### config.mk
export PLATFORM = sky130hd
export DESIGN_NAME = concatenation_operators
export DESIGN_NICKNAME = d
export VERILOG_FILES = /design/src/rtl/concatenation_operators.sv
export SDC_FILE = /design/constraint.sdc
export NUM_CORES = 1
export LEC_CHECK = 0
export CORE_MARGIN = 5
export CORE_UTILIZATION = 30
export CTS_CLUSTER_SIZE = 12
export DETAILED_ROUTE_END_ITERATION = 10
export PLACE_DENSITY = 0.75
export RECOVER_POWER = 100
export SETUP_SLACK_MARGIN = 0.3
export SYNTH_ARGS = -nofsm -noshare
export SYNTH_HDL_FRONTEND = slang
export SYNTH_SLANG_ARGS = --single-unit
### constraint.sdc
create_clock -name clk -period 1.05 [get_ports clk]
set_input_delay 0.105 -clock clk [delete_from_list [all_inputs] [get_ports clk]]
set_output_delay 0.105 -clock clk [all_outputs]
set_load 0.005 [all_outputs]
### src/rtl/concatenation_operators.sv
// Packs two equal-width operands into 2*WIDTH-bit words: {A,B}, {A,A}, {B,A} and a bit-interleave.
// Optionally registered with a one-deep valid pipeline (REG_OUT=1), else purely combinational.
module concatenation_operators #(
    parameter int WIDTH   = 4,
    parameter bit REG_OUT = 1'b1
) (
    input  logic                 clk,
    input  logic                 rst,
    input  logic [WIDTH-1:0]     A,
    input  logic [WIDTH-1:0]     B,
    input  logic                 in_valid,
    output logic [2*WIDTH-1:0]   concat_result,
    output logic [2*WIDTH-1:0]   replicate_result,
    output logic [2*WIDTH-1:0]   swap_result,
    output logic [2*WIDTH-1:0]   interleave_result,
    output logic                 out_valid
);

    localparam int OW = 2 * WIDTH;

    logic [OW-1:0] concat_c;
    logic [OW-1:0] replicate_c;
    logic [OW-1:0] swap_c;
    logic [OW-1:0] interleave_c;

    always_comb begin
        concat_c     = {A, B};
        replicate_c  = {2{A}};
        swap_c       = {B, A};
        interleave_c = '0;
        // A lands on the odd bit of each pair, B on the even bit.
        for (int i = 0; i < WIDTH; i++) begin
            interleave_c[2*i+1] = A[i];
            interleave_c[2*i]   = B[i];
        end
    end

    generate
        if (REG_OUT) begin : g_reg
            logic [OW-1:0] concat_q,     concat_d;
            logic [OW-1:0] replicate_q,  replicate_d;
            logic [OW-1:0] swap_q,       swap_d;
            logic [OW-1:0] interleave_q, interleave_d;
            logic          valid_q,      valid_d;

            // Result registers only load on valid; otherwise they keep the last result.
            always_comb begin
                concat_d     = concat_q;
                replicate_d  = replicate_q;
                swap_d       = swap_q;
                interleave_d = interleave_q;
                valid_d      = in_valid;
                if (in_valid) begin
                    concat_d     = concat_c;
                    replicate_d  = replicate_c;
                    swap_d       = swap_c;
                    interleave_d = interleave_c;
                end
            end

            always_ff @(posedge clk or posedge rst) begin
                if (rst) begin
                    concat_q     <= '0;
                    replicate_q  <= '0;
                    swap_q       <= '0;
                    interleave_q <= '0;
                    valid_q      <= 1'b0;
                end else begin
                    concat_q     <= concat_d;
                    replicate_q  <= replicate_d;
                    swap_q       <= swap_d;
                    interleave_q <= interleave_d;
                    valid_q      <= valid_d;
                end
            end

            assign concat_result     = concat_q;
            assign replicate_result  = replicate_q;
            assign swap_result       = swap_q;
            assign interleave_result = interleave_q;
            assign out_valid         = valid_q;
        end else begin : g_comb
            assign concat_result     = concat_c;
            assign replicate_result  = replicate_c;
            assign swap_result       = swap_c;
            assign interleave_result = interleave_c;
            assign out_valid         = in_valid;
        end
    endgenerate

endmodule

Word-level counts from Yosys, hierarchy flattened --
Cells that the tools add are included.
Word-level totals: register bits after elaboration 33, input bits 11, output and inout port bits 33

Logic depth before layout (Yosys ltp) --
Gate-level depths: netlist (run 1).
depth after elaboration 0, mapped depth 2

Least setup slack after synthesis (run 1) --
OpenSTA, ideal clock, no wires.
path kind register to register, start point register concat_result[4] (netlist name), end point register g_reg.concat_q[4], in the netlist concat_result[4], arrival 677 ps, data required time 925 ps, slack 248 ps, cell stages (with the launch flop) 2, path buffers 0, cell sequence dfrtp_1 mux2_4
RTL lines:
- end signal, assigned | RTL line 69 | concat_q <= concat_d;
- end, declared | RTL line 40 | logic [OW-1:0] concat_q, concat_d;

==> summary by stage, run 1 <==
Worst hold path
The min-delay analysis places its worst path in the category in -> async.

Yosys
Yosys mapped the design onto 5 distinct sky130hd cell types. The post-synthesis sequential element count is 9. The number of nets in the synthesized netlist is 54. The share of the yosys chip area belonging to registers is 41.7%. The mean instance size in the synthesized netlist is 12.6 um^2. Synthesis handed over a netlist of 43 instances. Summing the areas of all compound-gate instances in the mapped netlist gives 0% of the synthesized area. The simple logic cell fraction of the synthesized area is 0%. The mux share of post-synthesis cell area is 22.2%. The main combinational cell family by area after synthesis is buffers and inverters. The number of warnings printed during yosys synthesis is 0. The xor and xnor fraction of the mapped netlist area is 0%.

The synthesized netlist devotes 0% of its cell area to adder and majority cells. The post-synthesis instance area is approximately 540 um^2.

Global route
The first global-routing pass estimated 2070 um of wire. The via count of the first global-routing pass came to around 460. For this run the aggregate overflow at the end of global routing stands at 0.

The number of antenna violations at the first check in global routing is 0. Global routing used about a tenth of the available tracks across all layers. Entering global routing, the biggest net connects 10 pins.

STA
At the pin with the least slew margin, the transition time is 341 ps. The maximum clock frequency is about 980 MHz. After layout, the worst path uses between 90 and 100% of the clock period. The setup violation total in the final timing report is 0.

Setup repair after global routing could not meet its margin everywhere. Summed over all failing endpoints, the final setup total negative slack is 0 ps. The final count of hold timing violations was 0.

For the finished layout, the period the worst path requires is 1020 ps. In this run the tightest slew margin relative to its limit is a little under 80%. The final-report max-slew violation count was 0.

Between clock sinks in the finished design, the worst skew comes to 0 ps.

Layout
The final design area excluding fillers is around 920 um^2. The non-filler instance count after layout is approximately 110. In the final layout, the share of cells above drive strength 1 is about 66%. The final net count is 94.

At the end of the flow the core is filled with cells to approximately 53%. The relative area change from synthesis to final layout is 70.8%. The number of antenna repair diodes is 0.

Worst setup path
The critical path capture point type is an output port. The setup check on the worst reg-to-reg path leaves a slack of about 50 ps. For the worst setup path, the data required time is ~940 ps.

The startpoint-to-endpoint class of the critical path is reg -> out. The highest net fanout along the worst path is 4. Data arrives at the worst endpoint at 920 ps. The worst register-to-register path begins at concat_result[1]$_DFFE_PP0P_.

For the worst flop-to-flop path, the logic depth is 3. In this run the critical register-to-register path is captured at concat_result[1]$_DFFE_PP0P_. STA classifies the critical path startpoint as a flip-flop.

Route
The first detailed-routing pass ran for 2 iterations. Across all layers, the routed design uses between 400 and 500 vias. The detail route stage leaves a number of antenna-violating nets equal to 0.

The detailed-route wire length per cell is around 12 um. After detailed routing, the total wire length is around 1300 um. The number of vias per cell is between 3 and 4. After detailed routing, the number of remaining DRC violations is 0. The number of violations reported at the end of detailed-routing iteration 0 is 1.

Clocking
The H-tree depth reported by CTS is 1. The library cell used as clock root buffer is sky130_fd_sc_hd__clkbuf_4. The number of CTS-inserted buffers is 3.

At the later pin of the worst-skew pair, clock insertion delay measures roughly 260 ps. After clock tree synthesis, the clock-pin slew on the worst setup and hold paths is ~60 ps. The clock net sink count is 9. The hold-fix buffer count after cts is 0. The longest clock path from root to sink contains 2 buffers. TritonCTS built the clock tree.

Die
The number of top-level design ports is 44. The overall die width is around 52 um. The die covers approximately 0.0028 mm^2.

After floorplanning, the core was divided into 15 placement rows. From bottom edge to top edge, the die measures 52.4 um. The effective utilization at floorplan is between 30% and 40%. The total area inside the core boundary comes to ~0.0017 mm^2.

Placement
Once placement completed, the tool counted placed cells totaling 88. The half-perimeter wire length after detailed placement is between 800 and 900 um. The number of buffers added on ports is 43. The routability congestion estimate from global placement is 0.584. In this run the cell area measured after placement is between 800 and 900 um^2.

Power
The worst vdd rail ir drop is around 960 uV. The areal power density over the cells is roughly 1200 mW/mm^2. Power comes to 1.13 mW. In this run the static leakage power is 0.469 nW.

Flow run
The number of max-cap violations is 0.

Run status
The run finished with clean final reports.
## kinds of logic (layout without fill, tap and decap cells)
kind of cell / count (synthesis) / count (layout)
flops: 9 / 9
buf+inv: 26 / 65
mux: 8 / 8
## what timing repair did
item	CTS	global route
resized for setup	166	4
buffers inserted	15	0
setup endpoints to repair	41	41
## metrics by stage
stage	setup WS, ps	hold slack, ps
floorplan	248	-67.1
global placement	-106	392
global route	-20.1	274
CTS	14.1	117
finish	27.1	240
detailed placement	-107	404
## registers in the layout (all words and copies together) (netlist names)
register,cells
concat_result,7
out_valid,1
replicate_result,1
## cell usage after synthesis
| library cell | number | area [um^2] |
|---|---|---|
| sky130_fd_sc_hd__buf_6 | 1 | 11.3 |
| sky130_fd_sc_hd__buf_4 | 24 | 180 |
| sky130_fd_sc_hd__inv_1 | 1 | 3.75 |
| sky130_fd_sc_hd__mux2_4 | 8 | 120 |
| sky130_fd_sc_hd__dfrtp_1 | 9 | 225 |
## per-layer routing
layer / GRT usage [%] / part of all wire (%) / vias up
li1: - / - / 190
met1: 11.5 / 38 / 189
met2: 16.9 / 51 / 27
met3: 5.98 / 11 / 0
met4: 2.55 / 0 / 0
met5: 0 / 0 / -
## critical path, stage by stage, from the launching register on
cell                      delay (ps)
sky130_fd_sc_hd__dfrtp_1         420
sky130_fd_sc_hd__buf_6           140
sky130_fd_sc_hd__buf_6           100
## power breakdown
part,internal (mW),total (mW),switching (mW)
combinational,0.314,0.455,0.142
sequential,0.380,0.404,0.0237
clock,0.146,0.267,0.121
total,0.840,1.13,0.286
## placed cells by master (no fill, tap or decap), drive strengths merged
| cell | synthesis | layout |
|---|---|---|
| buf | 25 | 38 |
| clkdlybuf4s50 | 0 | 9 |
| inv | 1 | 1 |
| clkbuf | 0 | 16 |
| dfrtp | 9 | 9 |
| mux2 | 8 | 8 |
| dlygate4sd3 | 0 | 1 |
## area by class of cell
cell class                      count  area [um^2]
Inverter                            1         3.75
Clock buffer                        4         26.3
Tap cell                           25         31.3
Sequential cell                     9          225
Multi-Input combinational cell      8          120
Timing Repair Buffer               60          517
Fill cell                         175          803
## worst max-delay path by stage
stage | start | to | slack (ps) | depth (start not counted)
after floorplan | concat_result[4]$_DFFE_PP0P_ | concat_result[4]$_DFFE_PP0P_ | 250 | 1
after global placement | in_valid | concat_result[0]$_DFFE_PP0P_ | -110 | 3
after detailed placement | in_valid | concat_result[4]$_DFFE_PP0P_ | -110 | 3
after CTS | concat_result[5]$_DFFE_PP0P_ | replicate_result[1] | 10 | 2
after global routing | concat_result[6]$_DFFE_PP0P_ | swap_result[2] | -20 | 2
final | concat_result[6]$_DFFE_PP0P_ | swap_result[2] | 30 | 2
No activity file was read; power rests on OpenSTA's default activity.
==> run 2: changes to the inputs <==
Settings changed: CTS_CLUSTER_SIZE 12 to unset, SKIP_CTS_REPAIR_TIMING set to 1.
==> run 2 against run 1 <==
Effect of this change:
- the run now ends with negative setup slack left
- design area down 8.4%
- global-route usage down 2.1 points
- setup slack worse by 53 ps
- total power down 7.1%
- routed wire length down 5.8%
- largest power group is now registers
- die area unchanged
- hold slack better by 5.0 ps
- critical path depth up 1
- register-to-register slack worse by 70 ps
==> summary by stage, run 2 (same netlist as run 1, synthesis figures left out) <==
Run status
The flow ran to the end, but the final reports show violations. The checks that failed: negative setup slack.

Die
The vertical die dimension is 52.4 um (unchanged). The effective utilization at floorplan is 31.3% (unchanged). The overall die width is 52.4 um (unchanged). The core region area was 0.00173 mm^2 (unchanged).

The number of top-level design ports is 44 (unchanged). The die outline area is 0.00275 mm^2 (unchanged). The number of standard-cell rows in the floorplan came to 15 (unchanged).

Layout
The number of antenna repair diodes is 0 (unchanged). The final design area excluding fillers is 846 um^2 (-8.4%). The filler cell count in the final layout was 200 (+14%). The relative area change from synthesis to final layout is 56.5%.

The final net count was 91 (-3.2%). The library cell used most frequently in the layout, excluding fill and tap cells, is sky130_fd_sc_hd__clkbuf_1. The flip-flop count of the largest register, all copies and words added is 7 (unchanged). The fraction of final layout cells with drive strength greater than 1 was 54.4% (-11 points). The top cell types in the final layout, fill and taps aside, are sky130_fd_sc_hd__clkbuf_1, sky130_fd_sc_hd__buf_6, sky130_fd_sc_hd__clkbuf_2.

STA
The total negative setup slack is -49.8 ps (-49.8 ps). The fraction of the cycle the final worst path needs came to 102% (+5.0 points). The slew at the pin with the worst max-slew slack is 344 ps (+2.92 ps). The final-report max-slew violation count is 0 (unchanged). The maximum clock frequency was 930 MHz (-4.9%).

The setup violation total in the final timing report is 2 (+2). The max-slew headroom at the worst pin was 77.0% (-0.20 points). Setup repair after global routing could not meet its margin everywhere. The clock period minus worst slack is 1080 ps (+52.8 ps). The final count of hold timing violations is 0 (unchanged). The setup clock skew after layout is 0 ps (unchanged). The final setup slack of the worst path is -25.8 ps (-52.8 ps).

Clocking
The H-tree depth reported by CTS is 1 (unchanged). The clock transition time at the flip-flop clock pins of the worst setup and hold paths is 60 ps (about the same). The insertion delay to the later sink of the worst-skew pair is 250 ps (about the same). The number of CTS-inserted buffers was 3 (unchanged). The clock net sink count was 9 (unchanged).

The buffer depth of the longest clock path came to 2 (unchanged). The cell sitting at the root of the clock tree is a sky130_fd_sc_hd__clkbuf_4. TritonCTS built the clock tree.

Placement
The routability congestion estimate from global placement is 0.584 (unchanged). The post-detailed-placement cell area is 826 um^2 (unchanged). The half-perimeter wire length after detailed placement is 866 um (unchanged). The number of buffers added on ports was 43 (unchanged). The worst slack at placement came to -107 ps (unchanged).

Global route
The number of antenna violations at the first check in global routing is 0 (unchanged). The global routing usage summed across all routing layers is 8.30% (-2.1 points). The wire length of the first global-routing pass came to 1630 um (-21%). The via count of the first global-routing pass is 352 (-23%). The remaining global-route overflow is 0 (unchanged).

The pin count of the biggest net entering global routing is 10 (unchanged).

Worst setup path
The most critical setup path has its startpoint at concat_result[2]$_DFFE_PP0P_. The critical path capture point type is an output port. In this run the critical register-to-register path is launched from concat_result[2]$_DFFE_PP0P_. The startpoint-to-endpoint class of the critical path is reg -> out. The arrival time of the worst setup path is 970 ps (+50 ps). The highest net fanout along the worst path is 2 (-2). The critical path required time was 940 ps (about the same). The worst setup path is launched from a flip-flop.

Route
The final routed DRC violation total is 0 (unchanged). The number of nets still failing antenna checks after routing is 0 (unchanged). The count of TritonRoute iterations in the first routing pass is 2 (unchanged). The total wirelength of the detailed-routed design is 1210 um (-5.8%).

The detailed-route wire length per cell was 11.6 um (-3.0%). The number of violations reported at the end of detailed-routing iteration 0 is 1 (unchanged). The via count was 393 (-3.2%). The number of vias per cell is 3.78 (-0.41%).

Flow run
The number of max-cap violations came to 0 (unchanged).

Power
The switching part of the total is 25.5% (+0.098 points). The leakage power summed over all cells came to 0.428 nW (-8.8%). The clock network fraction of total power is 25.0% (+1.3 points).

The worst vdd rail ir drop is 865 uV (-9.7%). The share of power burned in registers was 39.1% (+3.2 points). The total internal power was 779 uW (-7.2%).

The switching power total is 267 uW (-6.7%). The areal power density over the cells was 1240 mW/mm^2 (+1.4%). The overall power came to 1.05 mW (-7.1%).

The combinational share of power was 35.9% (-4.5 points).

Worst hold path
The min-delay analysis places its worst path in the category in -> async.
[run 2: path summary, 6_finish.rpt]
kind                                                end  slack, ps  depth (start not counted)
max                                    concat_result[2]        -30                          3
min                        concat_result[2]$_DFFE_PP0P_        250                          2
max reg2reg                concat_result[2]$_DFFE_PP0P_        -20                          4
min reg2reg                concat_result[3]$_DFFE_PP0P_        540                          1
max in group asynchronous  concat_result[6]$_DFFE_PP0P_        520                          2
min in group clk           concat_result[3]$_DFFE_PP0P_        250                          3
[run 2: layout make-up]
cell class                 count  area, um^2  share of cell area [%]
clock buffer                   4        26.3                    3.11
inverter                       1        3.75                   0.444
multi-input combinational      8         116                    13.8
sequential                     9         228                    26.9
tap                           25        31.3                    3.70
timing repair buffer          57         440                    52.1
[run 2: power by group through the flow]
| stage | logic, mW | registers (mW) | clock network (mW) |
|---|---|---|---|
| after floorplan | 0.208 | 0.424 | 0 |
| after global placement | 0.378 | 0.423 | 0 |
| after detailed placement | 0.381 | 0.425 | 0 |
| after CTS | 0.382 | 0.420 | 0.280 |
| after global routing | 0.405 | 0.415 | 0.301 |
| final | 0.375 | 0.409 | 0.261 |
[run 2: critical path, stage by stage, from the launching register on]
cell and delay [ps]:
sky130_fd_sc_hd__dfrtp_1 390, sky130_fd_sc_hd__buf_6 120, sky130_fd_sc_hd__buf_6 100, sky130_fd_sc_hd__clkbuf_2 100
[run 2: stage by stage]
stage          hold WS [ps]  utilization (%)  std cells
3_3_place_gp            392             47.8         88
2_1_floorplan         -67.1                -         43
3_5_place_dp            404             47.8         88
4_1_cts                 117             49.3         92
6_report                245             49.0        104
5_1_grt                 246             49.0        104
[run 2: metal layers]
metal  part of all wire [%]  GRT usage, %  vias to the layer above
li1                       -             -                      184
met1                     39          9.06                      184
met2                     48          12.6                       25
met3                     12          5.98                        0
met4                      0          2.55                        0
met5                      0             0                        -
==> run 3: changes to the inputs <==
Settings changed: CORE_MARGIN 5 to 4.
==> run 3 against run 2 <==
Effect of this change:
- critical endpoint is now interleave_result[3]
- critical path depth is the same
- via count is 2.5% higher
- fmax decreased by 3.1%
- clock power grew 6%
- design area up 6.4%
- global-route usage down 0.48 points
- setup slack lost 35 ps
- register-to-register slack better by 60 ps
- first-iteration DRC count increased to 3.0 times the previous value
- the run still ends with negative setup slack left
- highest routed layer unchanged
- clock-buffer cell count is the same
- sequential cell count unchanged
==> summary by stage, run 3 (same netlist as run 1, synthesis figures left out) <==
Layout
The filler cell count in the final layout is 163 (-19%). The number of antenna repair diodes came to 0 (unchanged). The fraction of final layout cells with drive strength greater than 1 was 71.3% (+17 points). The area taken by flip-flops and latches is 229 um^2 (+0.55%). The relative area change from synthesis to final layout is 66.4%.

The final core utilization is 52.7% (+3.7 points). The footprint of the multi-input gates is 116 um^2 (unchanged). In the layout the commonest cells are sky130_fd_sc_hd__buf_6, sky130_fd_sc_hd__clkbuf_2, sky130_fd_sc_hd__clkdlybuf4s50_1. The final net count is 92 (+1.1%). The flip-flop count of the largest register, all copies and words added is 7 (unchanged).

STA
The final-report max-slew violation count is 0 (unchanged). The setup violation total in the final timing report came to 6 (+4). The slew at the pin with the worst max-slew slack is 426 ps (+82.1 ps).

The maximum clock frequency is 900 MHz (-3.1%). The total negative setup slack is -195 ps (-146 ps). The fraction of the cycle the final worst path needs is 106% (+3.3 points). The final count of hold timing violations is 0 (unchanged).

The final setup slack of the worst path is -60.6 ps (-34.8 ps). The worst hold slack after final layout is 241 ps (-4.30 ps). Setup repair after global routing could not meet its margin everywhere. The max-slew headroom at the worst pin came to 71.6% (-5.4 points). The setup clock skew after layout is 0 ps (unchanged).

The clock period minus worst slack is 1110 ps (+34.8 ps).

Clocking
The number of CTS-inserted buffers is 3 (unchanged). The cell sitting at the root of the clock tree is a sky130_fd_sc_hd__clkbuf_4. The CTS tree is yes. The insertion delay to the later sink of the worst-skew pair was 250 ps (about the same). The clock net sink count is 9 (unchanged).

The clock transition time at the flip-flop clock pins of the worst setup and hold paths is 70 ps (about the same). The buffer depth of the longest clock path came to 2 (unchanged). The H-tree depth reported by CTS is 1 (unchanged).

Die
The die outline area came to 0.00254 mm^2 (-7.5%). The number of top-level design ports was 44 (unchanged). The vertical die dimension is 50.4 um (-3.8%).

The core region area came to 0.00171 mm^2 (-1.1%). The overall die width was 50.4 um (-3.8%). The number of standard-cell rows in the floorplan came to 15 (unchanged). The effective utilization at floorplan came to 31.6% (+0.34 points).

Worst setup path
The startpoint-to-endpoint class of the critical path is reg -> out. The capture point of the worst reg-to-reg path is concat_result[5]$_DFFE_PP0P_. The arrival time of the worst setup path came to 1010 ps (+40 ps). The category of cells accounting for the largest share of critical-path delay is flip-flops. The cell count of the worst reg-to-reg path came to 3 (-1).

The worst setup slack for register-to-register paths is 40 ps (+60 ps). In this design, the critical path's most frequently occurring cell is sky130_fd_sc_hd__buf_6. The critical path goes through buf_6 -> buf_6 -> buf_6. The peak per-stage delay on the critical path came to 410 ps (+20 ps).

The worst setup path is launched from a flip-flop. The library cell contributing the largest single delay on the critical path is sky130_fd_sc_hd__dfrtp_2. The beginning of the worst register-to-register path is concat_result[5]$_DFFE_PP0P_. The highest net fanout along the worst path was 2 (unchanged).

The critical path required time was 940 ps (about the same). The number of buffer and inverter instances along the worst setup path came to 3 (unchanged). The worst setup path is captured at an output port.

Route
The number of nets still failing antenna checks after routing is 0 (unchanged). The number of vias per cell came to 3.84 (+1.6%). The count of TritonRoute iterations in the first routing pass was 2 (unchanged).

The total wirelength of the detailed-routed design is 1270 um (+4.9%). The via count is 403 (+2.5%). The number of violations reported at the end of detailed-routing iteration 0 was 3 (+2).

The final routed DRC violation total came to 0 (unchanged). The detailed-route wire length per cell came to 12.1 um (+3.9%).

Global route
The wire length of the first global-routing pass is 1490 um (-8.5%). The global routing usage summed across all routing layers came to 7.83% (-0.48 points). The global routing stage identified its most utilized layer as met2. The global-route track usage on met1 came to 8.94% (-0.12 points). The remaining global-route overflow is 0 (unchanged). The pin count of the biggest net entering global routing is 10 (unchanged). The fraction of met2 tracks used by global routing came to 12.0% (-0.65 points).

The met3 track demand over resource in global routing is 3.86% (-2.1 points). The number of antenna violations at the first check in global routing came to 0 (unchanged). The via count of the first global-routing pass is 351 (-0.28%).

Power
The areal power density over the cells is 1220 mW/mm^2 (-0.94%). The worst vdd rail ir drop is 555 uV (-36%). The leakage power summed over all cells is 0.495 nW (+16%). The overall power is 1.10 mW (+5.4%).

Worst hold path
The worst min-delay path class is in -> async.

Run status
The flow ran to the end, but the final reports show violations. The final reports fail on negative setup slack.

Placement
The number of buffers added on ports was 43 (unchanged). The half-perimeter wire length after detailed placement is 845 um (-2.5%). The routability congestion estimate from global placement was 0.562 (-3.8%).

The worst slack at placement is -141 ps (-33.8 ps).

Flow run
The number of max-cap violations is 0 (unchanged).
==> run 3: cell types whose count changed in the layout (fill, tap and decap cells not counted), sizes merged <==
cell | before | now
buf | 18 | 25
clkbuf | 31 | 24
clkdlybuf4s15 | 1 | 0
dlymetal6s2s | 2 | 4
==> run 3: power breakdown <==
part           total (mW)  switching (mW)  internal (mW)
sequential          0.414          0.0321          0.382
combinational       0.412           0.126          0.286
clock               0.276           0.129          0.147
total                1.10           0.287          0.815
==> run 3: stage by stage <==
| step | std cells | cell area, um^2 |
|---|---|---|
| 2_1_floorplan | 43 | 541 |
| 3_3_place_gp | 88 | 826 |
| 3_5_place_dp | 88 | 826 |
| 4_1_cts | 92 | 852 |
| 5_1_grt | 105 | 900 |
| 6_report | 105 | 900 |
==> run 3: worst max path at each step <==
stage                                      start                           end  slack (ps)  cells past startpoint
floorplan           concat_result[4]$_DFFE_PP0P_  concat_result[4]$_DFFE_PP0P_         250                      1
global placement                        in_valid  concat_result[4]$_DFFE_PP0P_        -110                      3
detailed placement                      in_valid  concat_result[3]$_DFFE_PP0P_        -140                      3
CTS                 concat_result[5]$_DFFE_PP0P_          interleave_result[3]        -290                      1
global route        concat_result[5]$_DFFE_PP0P_          interleave_result[3]         -80                      3
finish              concat_result[5]$_DFFE_PP0P_          interleave_result[3]         -60                      3
==> run 3: final cells by class <==
cell class                 instances  area share [%]
multi-input combinational          8            12.9
inverter                           1           0.417
clock buffer                       4            2.92
tap                               25            3.48
timing repair buffer              58            54.8
sequential                         9            25.5
==> run 3: per-layer routing <==
| layer | vias to the layer above | share of wire (%) |
|---|---|---|
| li1 | 188 | - |
| met1 | 189 | 37 |
| met2 | 26 | 50 |
| met3 | 0 | 13 |
| met4 | 0 | 0 |
| met5 | - | 0 |
==> patch 1: new RTL, config.mk and constraints of run 2 <==
The parameter `WIDTH` goes from 4 to 6.
--- a/src/rtl/concatenation_operators.sv
+++ b/src/rtl/concatenation_operators.sv
@@ -3,3 +3,3 @@
 module concatenation_operators #(
-    parameter int WIDTH   = 4,
+    parameter int WIDTH   = 6,
     parameter bit REG_OUT = 1'b1
Interface: changed (6 resized); port bits go from 44 to 64. No check against the original RTL was run, so the function may have changed too.
==> patch 1 against run 2 <==
  * Via count rose by 39%
  * Sequential cell count rose by 4
  * Routed wire length rose by 63%
  * Cell count rose by 31%
  * Power rose by 38%
  * Area after synthesis rose by 45%
  * Cell area rose by 43%
  * Setup slack improved by 0.031 ns
  * Critical path type unchanged
  * Critical endpoint is now interleave_result[7]
  * Largest power group unchanged
==> patch 1: results (changes against run 2) <==
global_route:
  grt_use_met2_pct: 18.0  # +5.4 points
  grt_max_degree: 14  # +4
  grt_usage_pct: 9.26  # +0.96 points
final_layout:
  post-route-util_pct: 48.9  # about the same
  fillers: 247  # +24%
power:
  vdd_drop_max_uv: 663  # -23%
setup_path:
  r2r_end: "concat_result[4]"
  cpPeakStageDelay_ns: 0.44  # +0.05 ns
  worstSetupStartpoint: "concat_result[9]"
  rr_worst_depth: 3  # -1
status:
  run_status: "finished clean"
placement:
  post_dp_cell_area_sq_um: 1200  # +45%
  preCtsSetupSlack_ns: -0.205  # -0.0979 ns
  place_inst: 121  # +38%
synth:
  seq_area_frac_synth_pct: 41.5  # -0.13 points
  ys_types: 6  # +1
  synth_fp_nets: 78  # +44%
detailed_routing:
  routedWlPerCell_microns: 14.4  # +24%
  wl_met1_microns: 623  # +32%
  avgViaCountPerCell: 4.03  # +6.6%
  wl_met2_mm: 1.13  # +92%
  wl_met3_microns: 214  # +42%
  drt-total-wl_mm: 1.97  # +63%
sta:
  max_slew_margin_pct: 52.1  # -25 points
  whs_ns: 0.214  # -0.0311 ns
min_path:
  min_path_type: "input pin to flop"
clocking:
  clk_latency_ns: 0.27  # +0.02 ns
  clk_pin_slew_ns: 0.08  # +0.02 ns
==> patch 1: cell types whose count changed after synthesis, sizes merged <==
cell and change:
mux2 +4, buf +12, dfrtp +4
==> patch 1: worst max-delay path by stage <==
stage	endpoint	slack, ns
after floorplan	concat_result[10]	0.25
after global placement	concat_result[1]	-0.18
after detailed placement	concat_result[2]	-0.21
after CTS	interleave_result[7]	-0.34
after global routing	interleave_result[7]	-0.03
final	interleave_result[7]	0.005
==> patch 1: logic make-up after synthesis <==
family   count (synthesis)  share of synthesized area (%)
mux                     12                           22.0
flops                   13                           41.5
buf+inv                 38                           36.4
==> patch 1: worst register-to-register path, cell delays in order (launching register included) <==
cell,delay [ns]
dfrtp_1,0.41
buf_6,0.13
buf_6,0.10
mux2_4,0.26
==> patch 1: final cells by class <==
cell class                      instances  area share [%]
Tap cell                               30            3.10
Inverter                                1           0.310
Sequential cell                        13            27.2
Clock buffer                            4            2.17
Multi-Input combinational cell         12            13.3
Timing Repair Buffer                   76            53.9
==> patch 2: new RTL, settings of run 2 <==
Without the edit above. Add an input register stage for `A`, `B` and `in_valid`, cleared by the reset; this delays them by one clock.
--- a/src/rtl/concatenation_operators.sv
+++ b/src/rtl/concatenation_operators.sv
@@ -20,2 +20,18 @@
 
+    logic [WIDTH-1:0] A_q;
+    logic [WIDTH-1:0] B_q;
+    logic in_valid_q;
+
+    always_ff @(posedge clk or posedge rst) begin
+        if (rst) begin
+            A_q        <= '0;
+            B_q        <= '0;
+            in_valid_q <= '0;
+        end else begin
+            A_q        <= A;
+            B_q        <= B;
+            in_valid_q <= in_valid;
+        end
+    end
+
     logic [OW-1:0] concat_c;
@@ -26,5 +42,5 @@
     always_comb begin
-        concat_c     = {A, B};
-        replicate_c  = {2{A}};
-        swap_c       = {B, A};
+        concat_c     = {A_q, B_q};
+        replicate_c  = {2{A_q}};
+        swap_c       = {B_q, A_q};
         interleave_c = '0;
@@ -32,4 +48,4 @@
         for (int i = 0; i < WIDTH; i++) begin
-            interleave_c[2*i+1] = A[i];
-            interleave_c[2*i]   = B[i];
+            interleave_c[2*i+1] = A_q[i];
+            interleave_c[2*i]   = B_q[i];
         end
@@ -51,4 +67,4 @@
                 interleave_d = interleave_q;
-                valid_d      = in_valid;
-                if (in_valid) begin
+                valid_d      = in_valid_q;
+                if (in_valid_q) begin
                     concat_d     = concat_c;
@@ -86,3 +102,3 @@
             assign interleave_result = interleave_c;
-            assign out_valid         = in_valid;
+            assign out_valid         = in_valid_q;
         end
Function: changed (Yosys sat finds a counterexample within 4 cycles, from zero or initial values and one cycle with rst high).
==> patch 2 against run 2 <==
  * The flow still finishes with violations (setup timing)
  * Sequential cell count is 9 higher
  * Area after synthesis grew 42%
  * Routed wire length up 15%
  * Core utilization fell by 5.5 points
  * Cell area grew 26%
  * Power increased by 48%
  * Setup slack got worse by 0.082 ns
  * Die area up 33%
  * Count of clock-buffer cells in the layout stayed put
  * Combinational power decreased by 8.8%
  * Critical path type unchanged
  * Largest cell class is now sequential cells
==> patch 2: results (changes against run 2) <==
final_layout:
  nets: 97  # +6.6%
  diodes: 0  # unchanged
  final_common_cell: "clkbuf_2"
  drive_above_1_share_pct: 58.8  # +4.4 points
power:
  vdd_drop_max_uv: 744  # -14%
  p_leak_nw: 0.550  # +29%
  p_int_mw: 1.19  # +53%
placement:
  io_buffers: 43  # unchanged
  routabilityCongestion: 0.639  # +9.5%
  post_dp_cell_area_sq_um: 1050  # +27%
  place_inst: 101  # +15%
  dp_hpwl_microns: 986  # +14%
sta:
  layout_setup_ws_ns: -0.108  # -0.0819 ns
  whs_ns: 0.318  # +0.0724 ns
  setup_viol: 6  # +4
  max_slew_margin_pct: 72.2  # -4.8 points
  fin_skew_ns: 0.00182  # +0.00182 ns
global_route:
  grt_use_met2_pct: 10.8  # -1.8 points
  grt_max_degree: 19  # +9
  grt_usage_pct: 7.88  # -0.43 points
  met3_usage_pct: 3.62  # -2.4 points
  grt_pass1_vias: 412  # +17%
  grt_pass1_wl_mm: 2.05  # +26%
  grt_use_met1_pct: 10.1  # +1.1 points
setup_path:
  cpPeakStageDelay_ns: 0.43  # +0.04 ns
  rrSetupSlack_ns: 0.01  # +0.03 ns
  crit_slowest_cell: "dfrtp_2"
  rr_worst_depth: 2  # -2
  worstPathArrival_ns: 1.05  # +0.08 ns
  r2r_end: "concat_result[1]"
  rr_startpoint: "g_reg.valid_d"
  crit_fanout: 3  # +1
  cp_top_family: "flip-flops"
clocking:
  htree_levels: 1  # unchanged
  clk_latency_ns: 0.29  # +0.04 ns
  cts_root_buffer: "clkbuf_4"
  numCtsBuffers: 3  # unchanged
  cts_buffer_depth: 2  # unchanged
  clk_pin_slew_ns: 0.10  # +0.04 ns
synth:
  post_synth.cell_area_avg_sq_um: 14.7  # +17%
  seq_area_frac_synth_pct: 58.8  # +17 points
  ys_types: 5  # unchanged
  synth_common_cells: "24 x buf_4, 18 x dfrtp_1, 8 x mux2_4, 1 x buf_6, 1 x inv_1"
  synth_fp_nets: 63  # +17%
  async_reset_ff_share_pct: 100  # unchanged
  yosys-top-cells-area: "dfrtp_1 59%, buf_4 24%, mux2_4 16%"
detailed_routing:
  avgViaCountPerCell: 3.83  # +1.5%
  drt_first_pass_iters: 2  # unchanged
  routedWlPerCell_microns: 12.0  # +3.6%
  drtIter0Drc: 2  # +1
  vias: 441  # +12%
min_path:
  min_path_type: "input pin to asynchronous set/reset pin"
status:
  run_status: "finished, violations left"
  violations: "setup timing"
[patch 2: per-stage QoR]
| step | worst slack, ns | TNS [ns] |
|---|---|---|
| CTS | -0.352 | -10.86 |
| global placement | -0.0145 | -0.102 |
| detailed placement | -0.0366 | -0.381 |
| global route | -0.154 | -0.820 |
| finish | -0.108 | -0.334 |
| floorplan | 0.136 | 0 |
[patch 2: kinds of logic after synthesis]
| family | count (synthesis) | synth area share [%] |
|---|---|---|
| buf+inv | 26 | 25.5 |
| flops | 18 | 58.8 |
| mux | 8 | 15.7 |
[patch 2: power groups by stage]
stage               clock network (mW)  logic (mW)  registers, mW
floorplan                            0       0.213          0.798
global placement                     0       0.373          0.809
detailed placement                   0       0.376          0.812
CTS                              0.429       0.377          0.800
global route                     0.460       0.372          0.803
finish                           0.416       0.342          0.793
[patch 2: final cells by class]
cell class,instances,area [sq um]
flip-flops and latches,18,457
clock buffers,4,36.3
multi-input cells,8,120
inverters,1,3.75
fillers,220,1390
repair buffers,54,414
well taps,30,37.5
[patch 2: worst min-delay path, stage by stage]
cell and delay, ns:
dlygate4sd3_1 0.53, inv_1 0.05, clkbuf_2 0.36
[patch 2: metal layers]
metal	vias up	part of all wire, %
met2	31	45
met5	-	0
met4	0	1.8
met1	203	39
li1	204	-
met3	3	14
[patch 2: worst max-delay path by stage]
stage | from | to | depth (start not counted)
6_report | replicate_result[3] | replicate_result[7] | 3
5_1_grt | replicate_result[3] | replicate_result[7] | 3
4_1_cts | concat_result[6] | interleave_result[5] | 1
3_5_place_dp | g_reg.valid_d | concat_result[3] | 1
3_3_place_gp | g_reg.valid_d | concat_result[5] | 1
2_1_floorplan | g_reg.valid_d | concat_result[0] | 2
